### config.mk
export PLATFORM = sky130hd
export DESIGN_NAME = serv_bus_arbiter
export DESIGN_NICKNAME = d
export VERILOG_FILES = /design/src/rtl/serv_bus_pkg.sv /design/src/rtl/serv_bus_wdt.sv /design/src/rtl/serv_bus_arbiter.sv
export SDC_FILE = /design/constraint.sdc
export NUM_CORES = 1
export LEC_CHECK = 0
export CAP_MARGIN = 15
export CELL_PAD_IN_SITES_DETAIL_PLACEMENT = 0
export CELL_PAD_IN_SITES_GLOBAL_PLACEMENT = 1
export CORE_MARGIN = 4
export CORE_UTILIZATION = 16
export CTS_BUF_LIST = sky130_fd_sc_hd__clkbuf_2
export CTS_CLUSTER_SIZE = 16
export DETAILED_ROUTE_END_ITERATION = 6
export HOLD_SLACK_MARGIN = 0.08
export PLACE_DENSITY_LB_ADDON = 0.3
export SYNTH_ARGS = -nofsm -noshare
export SYNTH_HDL_FRONTEND = slang
export SYNTH_HIERARCHICAL = 1
export SYNTH_SLANG_ARGS = --single-unit
### constraint.sdc
create_clock -name clk -period 3.8 [get_ports clk]
set_input_delay 0.57 -clock clk [delete_from_list [all_inputs] [get_ports clk]]
set_output_delay 0.57 -clock clk [all_outputs]
set_load 0.03 [all_outputs]
### src/rtl/serv_bus_pkg.sv
// Shared types and constants for the SERV ibus/dbus Wishbone arbiter.
package serv_bus_pkg;

  typedef enum logic [1:0] {
    IDLE  = 2'd0,
    BUS_I = 2'd1,
    BUS_D = 2'd2
  } state_e;

  localparam logic [1:0]  GNT_I      = 2'b01;
  localparam logic [1:0]  GNT_D      = 2'b10;
  localparam logic [31:0] TO_RDT_DEF = 32'h0000_0000;

endpackage

### src/rtl/serv_bus_wdt.sv
// Bus watchdog: counts granted cycles without an ack and flags the last allowed one.
module serv_bus_wdt #(
  parameter int TIMEOUT = 255
) (
  input  logic clk,
  input  logic i_rst,
  input  logic i_run,
  input  logic i_ack,
  output logic o_expire
);

  localparam int CW = $clog2(TIMEOUT + 1);

  logic [CW-1:0] cnt_q, cnt_d;

  // Held at zero outside a transfer, so every grant starts counting from 0.
  always_comb begin
    cnt_d = '0;
    if (i_run && !i_ack) cnt_d = cnt_q + CW'(1);
  end

  always_ff @(posedge clk or posedge i_rst) begin
    if (i_rst) cnt_q <= '0;
    else       cnt_q <= cnt_d;
  end

  assign o_expire = i_run && !i_ack && (cnt_q == CW'(TIMEOUT - 1));

endmodule

### src/rtl/serv_bus_arbiter.sv
// Round-robin arbiter sharing one Wishbone master between SERV ibus and dbus,
// one outstanding transfer, with a watchdog that forces completion on a lost ack.
module serv_bus_arbiter
  import serv_bus_pkg::*;
#(
  parameter int             AW      = 32,
  parameter int             DW      = 32,
  parameter int             TIMEOUT = 255,
  parameter logic [DW-1:0]  TO_RDT  = DW'(TO_RDT_DEF)
) (
  input  logic            clk,
  input  logic            i_rst,
  input  logic [AW-1:0]   i_ibus_adr,
  input  logic            i_ibus_cyc,
  output logic [DW-1:0]   o_ibus_rdt,
  output logic            o_ibus_ack,
  input  logic [AW-1:0]   i_dbus_adr,
  input  logic [DW-1:0]   i_dbus_dat,
  input  logic [DW/8-1:0] i_dbus_sel,
  input  logic            i_dbus_we,
  input  logic            i_dbus_cyc,
  output logic [DW-1:0]   o_dbus_rdt,
  output logic            o_dbus_ack,
  output logic [AW-1:0]   o_wb_adr,
  output logic [DW-1:0]   o_wb_dat,
  output logic [DW/8-1:0] o_wb_sel,
  output logic            o_wb_we,
  output logic            o_wb_cyc,
  output logic            o_wb_stb,
  input  logic [DW-1:0]   i_wb_rdt,
  input  logic            i_wb_ack,
  output logic [1:0]      o_gnt,
  output logic            o_timeout,
  input  logic            i_timeout_clr
);

  state_e     state_q, state_d;
  logic [1:0] last_gnt_q, last_gnt_d;
  logic [1:0] mask_q, mask_d;
  logic       timeout_q, timeout_d;

  logic       busy, expire, gnt_cyc, req_i, req_d, done, to_set;
  logic [1:0] gnt;
  logic [DW-1:0] ack_rdt;

  assign busy    = (state_q != IDLE);
  assign gnt     = (state_q == BUS_I) ? GNT_I : (state_q == BUS_D) ? GNT_D : 2'b00;
  assign gnt_cyc = (state_q == BUS_I) ? i_ibus_cyc : i_dbus_cyc;
  // SERV holds cyc for one cycle after its ack; the mask hides that echo.
  assign req_i   = i_ibus_cyc && !mask_q[0];
  assign req_d   = i_dbus_cyc && !mask_q[1];

  generate
    if (TIMEOUT > 0) begin : g_wdt
      serv_bus_wdt #(.TIMEOUT(TIMEOUT)) u_wdt (
        .clk      (clk),
        .i_rst    (i_rst),
        .i_run    (busy),
        .i_ack    (i_wb_ack),
        .o_expire (expire)
      );
    end else begin : g_no_wdt
      assign expire = 1'b0;
    end
  endgenerate

  always_comb begin
    state_d    = state_q;
    last_gnt_d = last_gnt_q;
    mask_d     = '0;
    timeout_d  = timeout_q;
    done       = 1'b0;
    to_set     = 1'b0;
    case (state_q)
      IDLE: begin
        if (req_i && (!req_d || last_gnt_q == GNT_D)) begin
          state_d    = BUS_I;
          last_gnt_d = GNT_I;
        end else if (req_d) begin
          state_d    = BUS_D;
          last_gnt_d = GNT_D;
        end
      end
      BUS_I, BUS_D: begin
        // Real ack beats abort, abort beats a forced (watchdog) ack.
        if (i_wb_ack) begin
          done = 1'b1;
        end else if (!gnt_cyc) begin
          state_d = IDLE;
        end else if (expire) begin
          done   = 1'b1;
          to_set = 1'b1;
        end
        if (done) begin
          state_d = IDLE;
          mask_d  = gnt;
        end
      end
      default: state_d = IDLE;
    endcase
    if (to_set)             timeout_d = 1'b1;
    else if (i_timeout_clr) timeout_d = 1'b0;
  end

  always_ff @(posedge clk or posedge i_rst) begin
    if (i_rst) begin
      state_q    <= IDLE;
      last_gnt_q <= GNT_D;
      mask_q     <= '0;
      timeout_q  <= 1'b0;
    end else begin
      state_q    <= state_d;
      last_gnt_q <= last_gnt_d;
      mask_q     <= mask_d;
      timeout_q  <= timeout_d;
    end
  end

  assign ack_rdt    = i_wb_ack ? i_wb_rdt : TO_RDT;
  assign o_ibus_ack = done && gnt[0];
  assign o_dbus_ack = done && gnt[1];
  assign o_ibus_rdt = o_ibus_ack ? ack_rdt : '0;
  assign o_dbus_rdt = o_dbus_ack ? ack_rdt : '0;
  assign o_wb_cyc   = busy;
  assign o_wb_stb   = busy;
  assign o_gnt      = gnt;
  assign o_timeout  = timeout_q;

  always_comb begin
    o_wb_adr = '0;
    o_wb_dat = '0;
    o_wb_sel = '0;
    o_wb_we  = 1'b0;
    case (state_q)
      BUS_I: begin
        o_wb_adr = i_ibus_adr;
        o_wb_sel = '1;
      end
      BUS_D: begin
        o_wb_adr = i_dbus_adr;
        o_wb_dat = i_dbus_dat;
        o_wb_sel = i_dbus_sel;
        o_wb_we  = i_dbus_we;
      end
      default: ;
    endcase
  end

endmodule

After elaboration in Yosys (flattened, before gate mapping)
Cells that the tools add are included.
Widths: inputs -> output; s select.
- word-level logic and storage cells: 60
- latch bits: 0
- bits in read-only memories: 0
- output and inout port bits: 140
- register bits after elaboration: 15
- memories kept: 0
- bits of input ports: 139
- memory bits (writable): 0
- divide/modulo/power cells: 0
- shift-type cells: 0
- reduce and logical (&&, ||, !) cells: 19
- multiply operators: 0
- equality and inequality tests: 7
- add/sub/neg operators: 1
- multiplexer cells: 28
- bitwise operators: 0
- $lt $le $gt $ge: 0
- operators with widths (kind ; number):
    $mux 32 ; 4
    $pmux 32 s2 ; 1
    $mux 2 ; 9
    $mux 1 ; 11
    $ne 3x3->1 const B ; 3
    $add 8x1->8 const B ; 1
    $eq 8x8->1 const B ; 1
    $mux 8 ; 1
    $pmux 4 s2 ; 1
    $logic_and 1x1->1 ; 7
    $reduce_bool 2->1 ; 3
    $eq 2x2->1 const B ; 2
    $logic_not 1->1 ; 4
    $pmux 2 s2 ; 1
    $reduce_and 3->1 ; 1
    $eq 2x1->1 const B ; 1
    $logic_not 2->1 ; 1
    $reduce_and 2->1 ; 1
    $reduce_or 2->1 ; 1
    $logic_or 1x1->1 ; 1

Longest topological paths before layout
Gate-level depths: netlist of run 1.
- depth after elaboration: 10
- mapped depth: 9
- depth with buffers taken out: 9

Hierarchy
The synthesis of run 1 kept the hierarchy.
- by module, submodules not included (module ; area each (µm²) ; times used ; sequential area each (µm²) ; cells each):
    serv_bus_arbiter ; 1636.6 ; 1 ; 176.4 ; 238
    serv_bus_wdt ; 390.4 ; 1 ; 200.2 ; 41

Worst setup path after synthesis of run 1
OpenSTA, ideal clock, no wires.
- path type: reg2out
- start point: register state_q[0]
- end point: output o_dbus_ack
- path buffers: 0
- data required time: 3230 ps
- arrival time: 2022 ps
- cell stages (with the launch flop): 9
- slack: 1208 ps
- cell sequence: dfrtp_1 inv_1 ha_1 inv_1 nor2b_1 nand3_1 nor3_1 a21oi_1 nor2_1
- word-level cells in the longest chain between the ends: 9
- elaborated cells on any way between the ends: 15
- classes of those cells: eq/ne (2); mux (8); reduce/logical (5)
- ends and longest elaborated chain (element ; RTL line ; source):
    start, declared ; serv_bus_arbiter.sv:37 ; state_e state_q, state_d;
    start signal, assigned ; serv_bus_arbiter.sv:112 ; state_q <= state_d;
    $reduce_bool 2->1 ; serv_bus_arbiter.sv:46 ; assign busy = (state_q != IDLE);
    named net o_wb_cyc ; serv_bus_arbiter.sv:28 ; output logic o_wb_cyc,
    $logic_and 1x1->1 (2 in series) ; serv_bus_wdt.sv:27 ; assign o_expire = i_run && !i_ack && (cnt_q == CW'(TIMEOUT - 1));
    named net expire ; serv_bus_arbiter.sv:42 ; logic busy, expire, gnt_cyc, req_i, req_d, done, to_set;
    $mux 1 ; serv_bus_arbiter.sv:90 ; end else if (expire) begin
    $mux 1 ; serv_bus_arbiter.sv:88 ; end else if (!gnt_cyc) begin
    $mux 1 ; serv_bus_arbiter.sv:86 ; if (i_wb_ack) begin
    $mux 1 (2 in series) ; serv_bus_arbiter.sv:74 ; case (state_q)
    $logic_and 1x1->1 ; serv_bus_arbiter.sv:121 ; assign o_dbus_ack = done && gnt[1];
    end, declared ; serv_bus_arbiter.sv:23 ; output logic o_dbus_ack,
The timed path passes the listed nets, and every way through them passes these cells. The select of a mux whose other input is x is not followed.

Worst setup path in the final report of run 1
- start point: register state_q[0]
- end point: output o_ibus_ack
- word-level cells in the longest chain between the ends: 9
- elaborated cells on any way between the ends: 14
- classes of those cells: eq/ne (2); mux (7); reduce/logical (5)
- ends and longest elaborated chain (element ; RTL line ; source):
    $reduce_bool 2->1 ; serv_bus_arbiter.sv:46 ;
    $logic_and 1x1->1 (2 in series) ; serv_bus_wdt.sv:27 ;
    named net expire ; serv_bus_arbiter.sv:42 ;
    $mux 1 ; serv_bus_arbiter.sv:90 ;
    $mux 1 ; serv_bus_arbiter.sv:88 ;
    $mux 1 ; serv_bus_arbiter.sv:86 ;
    $mux 1 (2 in series) ; serv_bus_arbiter.sv:74 ;
    $logic_and 1x1->1 ; serv_bus_arbiter.sv:120 ; assign o_ibus_ack = done && gnt[0];
    end, declared ; serv_bus_arbiter.sv:16 ; output logic o_ibus_ack,
The timed path passes the listed nets, and every way through them passes these cells. The select of a mux whose other input is x is not followed.

==> metrics.txt, run 1 <==
status=complete, no violations; Hold Path Depth=1; CTS max path bufs=2; post-synthesis sequential area ratio=0.1858; Final Wtd Congestion=0.8134; Top FF cell, synth=dfrtp_1; Synth cell types=33; Hold WC Path Type=flip-flop to flip-flop; Mean Syn Cell Area=7.265 sq um; CP Data Arrival Time=2.90 ns; fmax=0.2885 GHz; CP startpoint kind=flip-flop; async set or reset register ratio after synthesis=1.000; Metal-1 WL=4179 um; die span in y=120.6 um; Resized Gates After CTS=0; postcts setup bufs=0; RSZ-0062 raised after global routing=no; Mapped Cells=279; slew at the pin with the worst max-slew slack=0.5164 ns; Max-Cap Viols=0; Fillers=1259; static leakage=1.854 nW; Cell Area, Synth=2027 sq um; Max-slew headroom=0.6557; layout cells sized above 1=0.03860; top post-synthesis cells by count=98 x and2_1, 39 x nor2b_1, 33 x a22oi_1, 14 x clkbuf_1, 14 x dfrtp_1; met3 WL=807 um; CP Capture Type=primary output; number of global-route vias before repair=2783; CTS H-tree depth=1; Setup Crit Path Kind=flip-flop to primary output; fin crit share=0.9122; Setup Skew=0.001177 ns; first-pass GRT wire length=16390 um; DRC=0; Clk Latency, worst-skew pair=0.28 ns; Final Hold Viols=0; die footprint=14530 sq um; drt pass-1 iters=4; Worst Reg-to-Reg Cells=9; Top Layer Used=met4; EDFF count, synth=0; Chip Width=120.6 um; dpl hpwl=9580 um; clock tree root driver cell=clkbuf_2; CP max FO=6; Reg area=376.6 sq um; Synth area leader=and2_1; TritonCTS sink count=15; setup violators final=0; DR WL met2=6213 um; NumNets Final=690; most common cell in the netlist=and2_1; Power, Total=0.002343 W; Final min period=3.467 ns; via count=2925; fin. max-slew vios=0; I/O pins=279; Vias/cell=4.108; initial DRC count=132; required time worst endpoint=3.23 ns; site row count=40; pin count of the biggest net entering global routing=38; CTS buffer count=3; antenna violations before repair=0; Diodes inserted=0; Clock transition at path regs=0.15 ns; syn_nets=424; gr usage total=0.1398; overflow left after global routing=0; post-route ant nets=0; area of the multi-input gates=1518 sq um; area grow syn2layout=145.7%; TNS Setup=0 ns; count of hold buffers inserted by post-cts repair=0; routed wire length=11330 um; Worst IR Drop VDD=0.2205 mV; cell count after placement=708; Synth top area share=0.3025; Synth area leaders=and2_1 30%, dfrtp_1 17%, a22oi_1 12%; Synth Warn #=6; Buffers on Ports=278; register bit total from synthesis=15; TritonCTS clock tree=done; core area=12210 sq um; Routed WL per cell=15.91 um; Initial Utilization=0.1660; PD cells=470.4 nW/um^2; Non-Filler Instances=712
## cell families after synthesis
kind of cell | count (synthesis) | synth area share
flops | 15 | 0.1858
xor+xnor | 3 | 0.01297
fa+ha+maj | 6 | 0.03704
buf+inv | 32 | 0.06667
mux | 1 | 0.007405
compound gates | 55 | 0.1883
simple gates | 167 | 0.5018
## worst paths after layout
check	from	slack, ns	to
worst max-delay path	state_q[0]	0.33	o_ibus_ack
max in group asynchronous	i_rst	2.96	last_gnt_q[1]
worst min-delay path	g_wdt.u_wdt/cnt_q[0]	0.52	g_wdt.u_wdt/cnt_q[0]
worst min register to register	g_wdt.u_wdt/cnt_q[0]	0.52	g_wdt.u_wdt/cnt_q[0]
min in group asynchronous	i_rst	0.56	mask_q[0]
worst max register to register	state_q[0]	1.52	state_q[0]
## per-layer routing
metal  vias up  global-route usage
met3        10             0.03040
met2       131              0.2714
met1      1330              0.1615
met4         0             0.01133
met5         -                   0
li1       1454                   -
## cell usage in the layout (no fill, tap or decap), drive strengths merged
master and n:
a21o 2, a21oi 12, a22oi 33, a2bb2oi 1, and2 99, and3 2
buf 11, clkbuf 4, clkdlybuf4s50 274, dfrtp 14, dfstp 1, ha 6
inv 8, mux2 1, nand2 4, nand2b 3, nand3 4, nand4 1
nand4b 1, nor2 9, nor2b 39, nor3 1, nor3b 1, o211ai 1
o21ai 4, o22ai 1, o32ai 1, or3 3, xnor2 1, xor2 2
## layout make-up
cell class / instances / area share
Timing Repair Buffer: 285 / 0.5673
Multi-Input combinational cell: 232 / 0.3048
Sequential cell: 15 / 0.07563
Tap cell: 168 / 0.04221
Inverter: 8 / 0.006030
Clock buffer: 4 / 0.004020
## flip-flops by register name, summed over array words and instances, names as in the netlist
| name | count |
|---|---|
| state_q | 2 |
| g_wdt.u_wdt/cnt_q | 8 |
| last_gnt_q | 2 |
| o_timeout | 1 |
| mask_q | 2 |
## power breakdown
group          switching, W  internal (W)
clock             0.0000528     0.0000279
combinational       0.00114      0.000910
sequential        0.0000190      0.000192
## critical path: stages (launching register included)
cell,delay [ns]
dfrtp_1,0.38
inv_1,0.10
ha_1,0.29
inv_1,0.22
nor2b_1,0.16
nand3_1,0.08
nor3_1,0.38
a21oi_1,0.19
nor2_1,0.12
clkdlybuf4s50_1,0.70
## through the flow
step	hold WS (ns)	instance area, sq um	setup slack [ns]	util
4_1_cts	0.5163	4980	0.3089	0.4078
3_5_place_dp	0.4962	4960	0.5133	0.4061
3_3_place_gp	0.4898	4960	0.5444	0.4061
2_1_floorplan	0.3727	2027	1.208	-
5_1_grt	0.5353	4980	0.03939	0.4078
6_report	0.5181	4980	0.3335	0.4078
Note: power is estimated with default switching activity, not from simulation.
==> run 2: changes to the inputs <==
- CORE_MARGIN: 4 -> default
- MAX_ROUTING_LAYER: default -> met4
==> run 2 against run 1 <==
Non-clock buffer count is 1 lower. Die area is 9.7% lower. Hold slack worse by 0.015 ns. Critical endpoint unchanged.
==> metrics.txt, run 2 (same netlist as run 1, synthesis figures left out) <==
RSZ-0062 raised after global routing=no; most used cell, CP=inv_1; TritonCTS sink count=15; TNS Setup=0 ns; Worst path slowest cell=clkdlybuf4s50_1; CTS H-tree depth=1; CTS max path bufs=2; via count=2863; Hold WC Path Type=primary input to async pin; TritonCTS clock tree=done; pin count of the biggest net entering global routing=38; Worst Reg-to-Reg Cells=9; die span in y=114.6 um; fin. max-slew vios=0; postcts setup bufs=0; Clk Latency, worst-skew pair=0.31 ns; I/O pins=279; Initial Utilization=0.1667; Vias/cell=4.027; area grow syn2layout=145.6%; Clock transition at path regs=0.17 ns; gr usage total=0.1485; fin util=0.4093; Final Wtd Congestion=0.8039; drt pass-1 iters=4; largest stage delay on the critical path=0.71 ns; layout cells sized above 1=0.04420; cell count after placement=707; Setup Skew=0.008708 ns; most frequent cells in the layout=270 x clkdlybuf4s50_1, 98 x and2_1, 39 x nor2b_1; dpl hpwl=8550 um; core area=12160 sq um; commonest non-fill, non-tap cell in the layout=clkdlybuf4s50_1; CP Data Arrival Time=2.86 ns; R2R Path Start=state_q[0]; Non-Filler Instances=711; NumNets Final=689; setup violators final=0; Fillers=1284; first-pass GRT wire length=14920 um; Diodes inserted=0; DRC=0; CTS buffer count=3; Final Hold Viols=0; number of global-route vias before repair=2632; FF-to-FF End=state_q[0]; Placed Area=4955 sq um; initial DRC count=102; Reg2Reg Setup Slack=1.62 ns; Reg area=376.6 sq um; max reg flops=8; slew at the pin with the worst max-slew slack=0.5916 ns; Routed WL per cell=14.72 um; Biggest register=g_wdt.u_wdt/cnt_q; Resized Gates After CTS=0; site row count=40; fin crit share=0.9018; Setup crit start=state_q[0]; final instance area=4977 sq um; worst path cell trace=inv_1 > ha_1 > inv_1 > nor2b_1 > nand3_1 > nor3_1 > a21oi_1 > nor2_1 > clkdlybuf4s50_1; Chip Width=114.6 um; antenna violations before repair=0; Buffers on Ports=278; CP Capture Type=primary output; required time worst endpoint=3.23 ns; CP startpoint kind=flip-flop; die footprint=13120 sq um; PD cells=468.8 nW/um^2; area of the multi-input gates=1518 sq um; CP max FO=6; WHS=0.5027 ns; Worst IR Drop VDD=0.3196 mV; count of hold buffers inserted by post-cts repair=0; Max-Cap Viols=0; Max-slew headroom=0.6056; overflow left after global routing=0; crit path capture=o_ibus_ack; clock tree root driver cell=clkbuf_2; status=complete, no violations; Final min period=3.427 ns; post-route ant nets=0; Setup Crit Path Kind=flip-flop to primary output; routed wire length=10460 um; static leakage=1.855 nW; fmax=0.2918 GHz
## run 2: cell count changes in the layout (fill, tap and decap cells not counted)
| cell | before | now |
|---|---|---|
| buf_12 | 0 | 1 |
| buf_4 | 11 | 13 |
| clkbuf_2 | 4 | 3 |
| clkdlybuf4s50_1 | 274 | 270 |
| clkinvlp_4 | 0 | 1 |
## run 2: power breakdown
group / internal (W) / total (W) / switching [W]
clock network: 0.0000246 / 0.0000839 / 0.0000594
registers: 0.000192 / 0.000211 / 0.0000191
logic: 0.000905 / 0.00204 / 0.00113
## run 2: worst max-delay path, delay by kind of cell (launching register included)
| kind | cells | cell delay (ns) |
|---|---|---|
| AOI/OAI and AO/OA | 1 | 0.18 |
| DFF | 1 | 0.38 |
| buffers and inverters | 3 | 1.02 |
| adders and majority gates | 1 | 0.28 |
| and+or+nand+nor | 4 | 0.70 |
## run 2: per-stage QoR
| step | worst slack (ns) | power [W] |
|---|---|---|
| floorplan | 1.208 | 0.001445 |
| global placement | 0.5689 | 0.002258 |
| detailed placement | 0.5344 | 0.002269 |
| CTS | 0.3293 | 0.002362 |
| global route | 0.07071 | 0.002492 |
| finish | 0.3732 | 0.002333 |
## run 2: how the worst min path moves through the flow
stage | end | depth (start not counted)
6_report | g_wdt.u_wdt/cnt_q[2] | 2
5_1_grt | g_wdt.u_wdt/cnt_q[0] | 2
4_1_cts | g_wdt.u_wdt/cnt_q[0] | 2
3_5_place_dp | g_wdt.u_wdt/cnt_q[0] | 1
3_3_place_gp | g_wdt.u_wdt/cnt_q[0] | 1
2_1_floorplan | last_gnt_q[0] | 1
## run 2: layout make-up
cell class	instances	area share
clock buffers	3	0.003017
clock inverters	1	0.001508
inverters	8	0.006033
multi-input cells	232	0.3049
flip-flops and latches	15	0.07567
well taps	168	0.04223
repair buffers	284	0.5666
## run 2: per-layer routing
| layer | routed length, um | vias up | track usage |
|---|---|---|---|
| met1 | 4125 | 1309 | 0.1678 |
| met5 | 0 | - | - |
| li1 | - | 1453 | - |
| met4 | 27 | 0 | 0.01818 |
| met3 | 725 | 4 | 0.02276 |
| met2 | 5585 | 97 | 0.2808 |
==> run 3: changes to the inputs <==
==> constraint.sdc (replaced) <==
create_clock -name clk -period 3.8 [get_ports clk]
set_input_delay 0.76 -clock clk [delete_from_list [all_inputs] [get_ports clk]]
set_output_delay 0.76 -clock clk [all_outputs]
set_load 0.03 [all_outputs]
==> run 3 against run 2 <==
Cell count did not move. Core utilization shrank 0.33 points. Non-clock buffer count unchanged. Routed wire length down 2.0%. Clock-buffer cell count grew 1. Critical path depth shrank 4. Global-route usage fell by 0.25 points. Highest routed layer unchanged.
==> metrics.txt, run 3 (same netlist as run 1, synthesis figures left out) <==
status=complete, no violations; Setup Skew=0.01842 ns; CP Capture Type=primary output; Clk Latency, worst-skew pair=0.29 ns; Routed WL per cell=14.42 um; Hold Path Depth=1; hold path startpoint=g_wdt.u_wdt/cnt_q[0]; Worst IR Drop VDD=0.3893 mV; final worst setup slack=0.3661 ns; required time worst endpoint=3.04 ns; layout cells sized above 1=0.09024; NumNets Final=689; overflow left after global routing=0; max reg flops=8; dpl ws=0.3733 ns; setup violators final=0; clock power share=0.035; slew at the pin with the worst max-slew slack=0.3846 ns; Chip Width=114.6 um; Buffers on Ports=278; Comb pwr share=0.875; FF-to-FF End=state_q[1]; CP max FO=32; TNS Setup=0 ns; pin count of the biggest net entering global routing=47; Reg2Reg Setup Slack=1.64 ns; Initial Utilization=0.1667; CP Data Arrival Time=2.67 ns; worst path cell trace=clkdlybuf4s50_1 > and3_1 > buf_4 > and2_1 > clkdlybuf4s50_1; Worst path slowest cell=clkdlybuf4s50_1; CTS H-tree depth=1; Resized Gates After CTS=0; static leakage=1.917 nW; area grow syn2layout=143.6%; die footprint=13120 sq um; largest stage delay on the critical path=0.69 ns; via count=2891; core area=12160 sq um; CTS buffer count=3; drt pass-1 iters=4; fmax=0.2912 GHz; Int Pwr=0.001131 W; Final min period=3.434 ns; DRC=0; initial DRC count=124; dpl hpwl=8457 um; number of global-route vias before repair=2687; Hold Path End=g_wdt.u_wdt/cnt_q[0]; routed wire length=10250 um; Worst Reg-to-Reg Cells=10; gr usage total=0.1460; CP startpoint kind=primary input; commonest non-fill, non-tap cell in the layout=clkdlybuf4s50_1; post-route ant nets=0; count of hold buffers inserted by post-cts repair=0; Setup Crit Path Kind=primary input to primary output; TritonCTS clock tree=done; I/O pins=279; Final Hold Viols=0; die span in y=114.6 um; sw frac=0.5161; Hold WC Path Type=flip-flop to flip-flop; postcts setup bufs=0; Max-slew headroom=0.7436; RSZ-0062 raised after global routing=no; first-pass GRT wire length=14800 um; clock tree root driver cell=clkbuf_2; fin crit share=0.9037; antenna violations before repair=0; fin. max-slew vios=0; Final Wtd Congestion=0.7931; Biggest register=g_wdt.u_wdt/cnt_q; R2R Path Start=state_q[0]; TritonCTS sink count=15; Fillers=1261; NetSw=0.001206 W; Diodes inserted=0; Sequential Power Share=0.090; PD cells=473.2 nW/um^2; CTS max path bufs=2; Max-Cap Viols=0; most frequent cells in the layout=245 x clkdlybuf4s50_1, 98 x and2_1, 39 x nor2b_1; Clock transition at path regs=0.14 ns; most used cell, CP=clkdlybuf4s50_1; Vias/cell=4.066; site row count=40; fin util=0.4060
## run 3: cell count changes in the layout (fill, tap and decap cells not counted), sizes merged
cell           previous run  this run
clkinvlp                  1         0
buf                      14        39
clkbuf                    3         4
clkdlybuf4s50           270       245
## run 3: how the worst max path moves through the flow
stage / start / end / slack [ns] / cells past startpoint
2_1_floorplan: state_q[0] / o_dbus_ack / 1.02 / 8
3_3_place_gp: i_wb_ack / o_dbus_rdt[1] / 0.40 / 5
3_5_place_dp: i_wb_ack / o_dbus_rdt[1] / 0.37 / 5
4_1_cts: i_wb_ack / o_dbus_rdt[13] / 0.37 / 5
5_1_grt: state_q[0] / o_dbus_ack / 0.10 / 9
6_report: i_wb_ack / o_dbus_rdt[1] / 0.37 / 5
## run 3: through the flow
step | area [sq um] | total power (W) | hold slack (ns) | cells
global placement | 4917 | 0.002263 | 0.4860 | 707
global route | 4937 | 0.002488 | 0.5521 | 711
CTS | 4937 | 0.002362 | 0.5184 | 711
finish | 4937 | 0.002336 | 0.5121 | 711
detailed placement | 4917 | 0.002278 | 0.5005 | 707
floorplan | 2027 | 0.001445 | 0.4716 | 279
## run 3: routing by layer
layer  track usage  vias up  routed length [um]
li1              -     1452                   -
met1        0.1658     1322                3947
met2        0.2703      107                5473
met3       0.02541       10                 721
met4       0.02338        0                 108
met5             -        -                   0
## run 3: cell type report
class,instances,area (sq um),share of cell area
clock buffer,4,20.02,0.004055
inverter,8,30.03,0.006082
multi-input combinational,232,1518,0.3074
sequential,15,376.6,0.07628
tap,168,210.2,0.04257
timing repair buffer,284,2783,0.5636
## run 3: power groups by stage
stage	Combinational [W]	Sequential [W]	Clock [W]
global placement	0.00205	0.000213	0
floorplan	0.00124	0.000210	0
global route	0.00218	0.000215	0.0000912
detailed placement	0.00206	0.000214	0
CTS	0.00207	0.000210	0.0000820
finish	0.00205	0.000210	0.0000807
## run 3: worst max-delay path: cells and delay by family
family                 cells  cell delay, ns
AND/OR/NAND/NOR            2            0.35
buffers and inverters      3            1.55
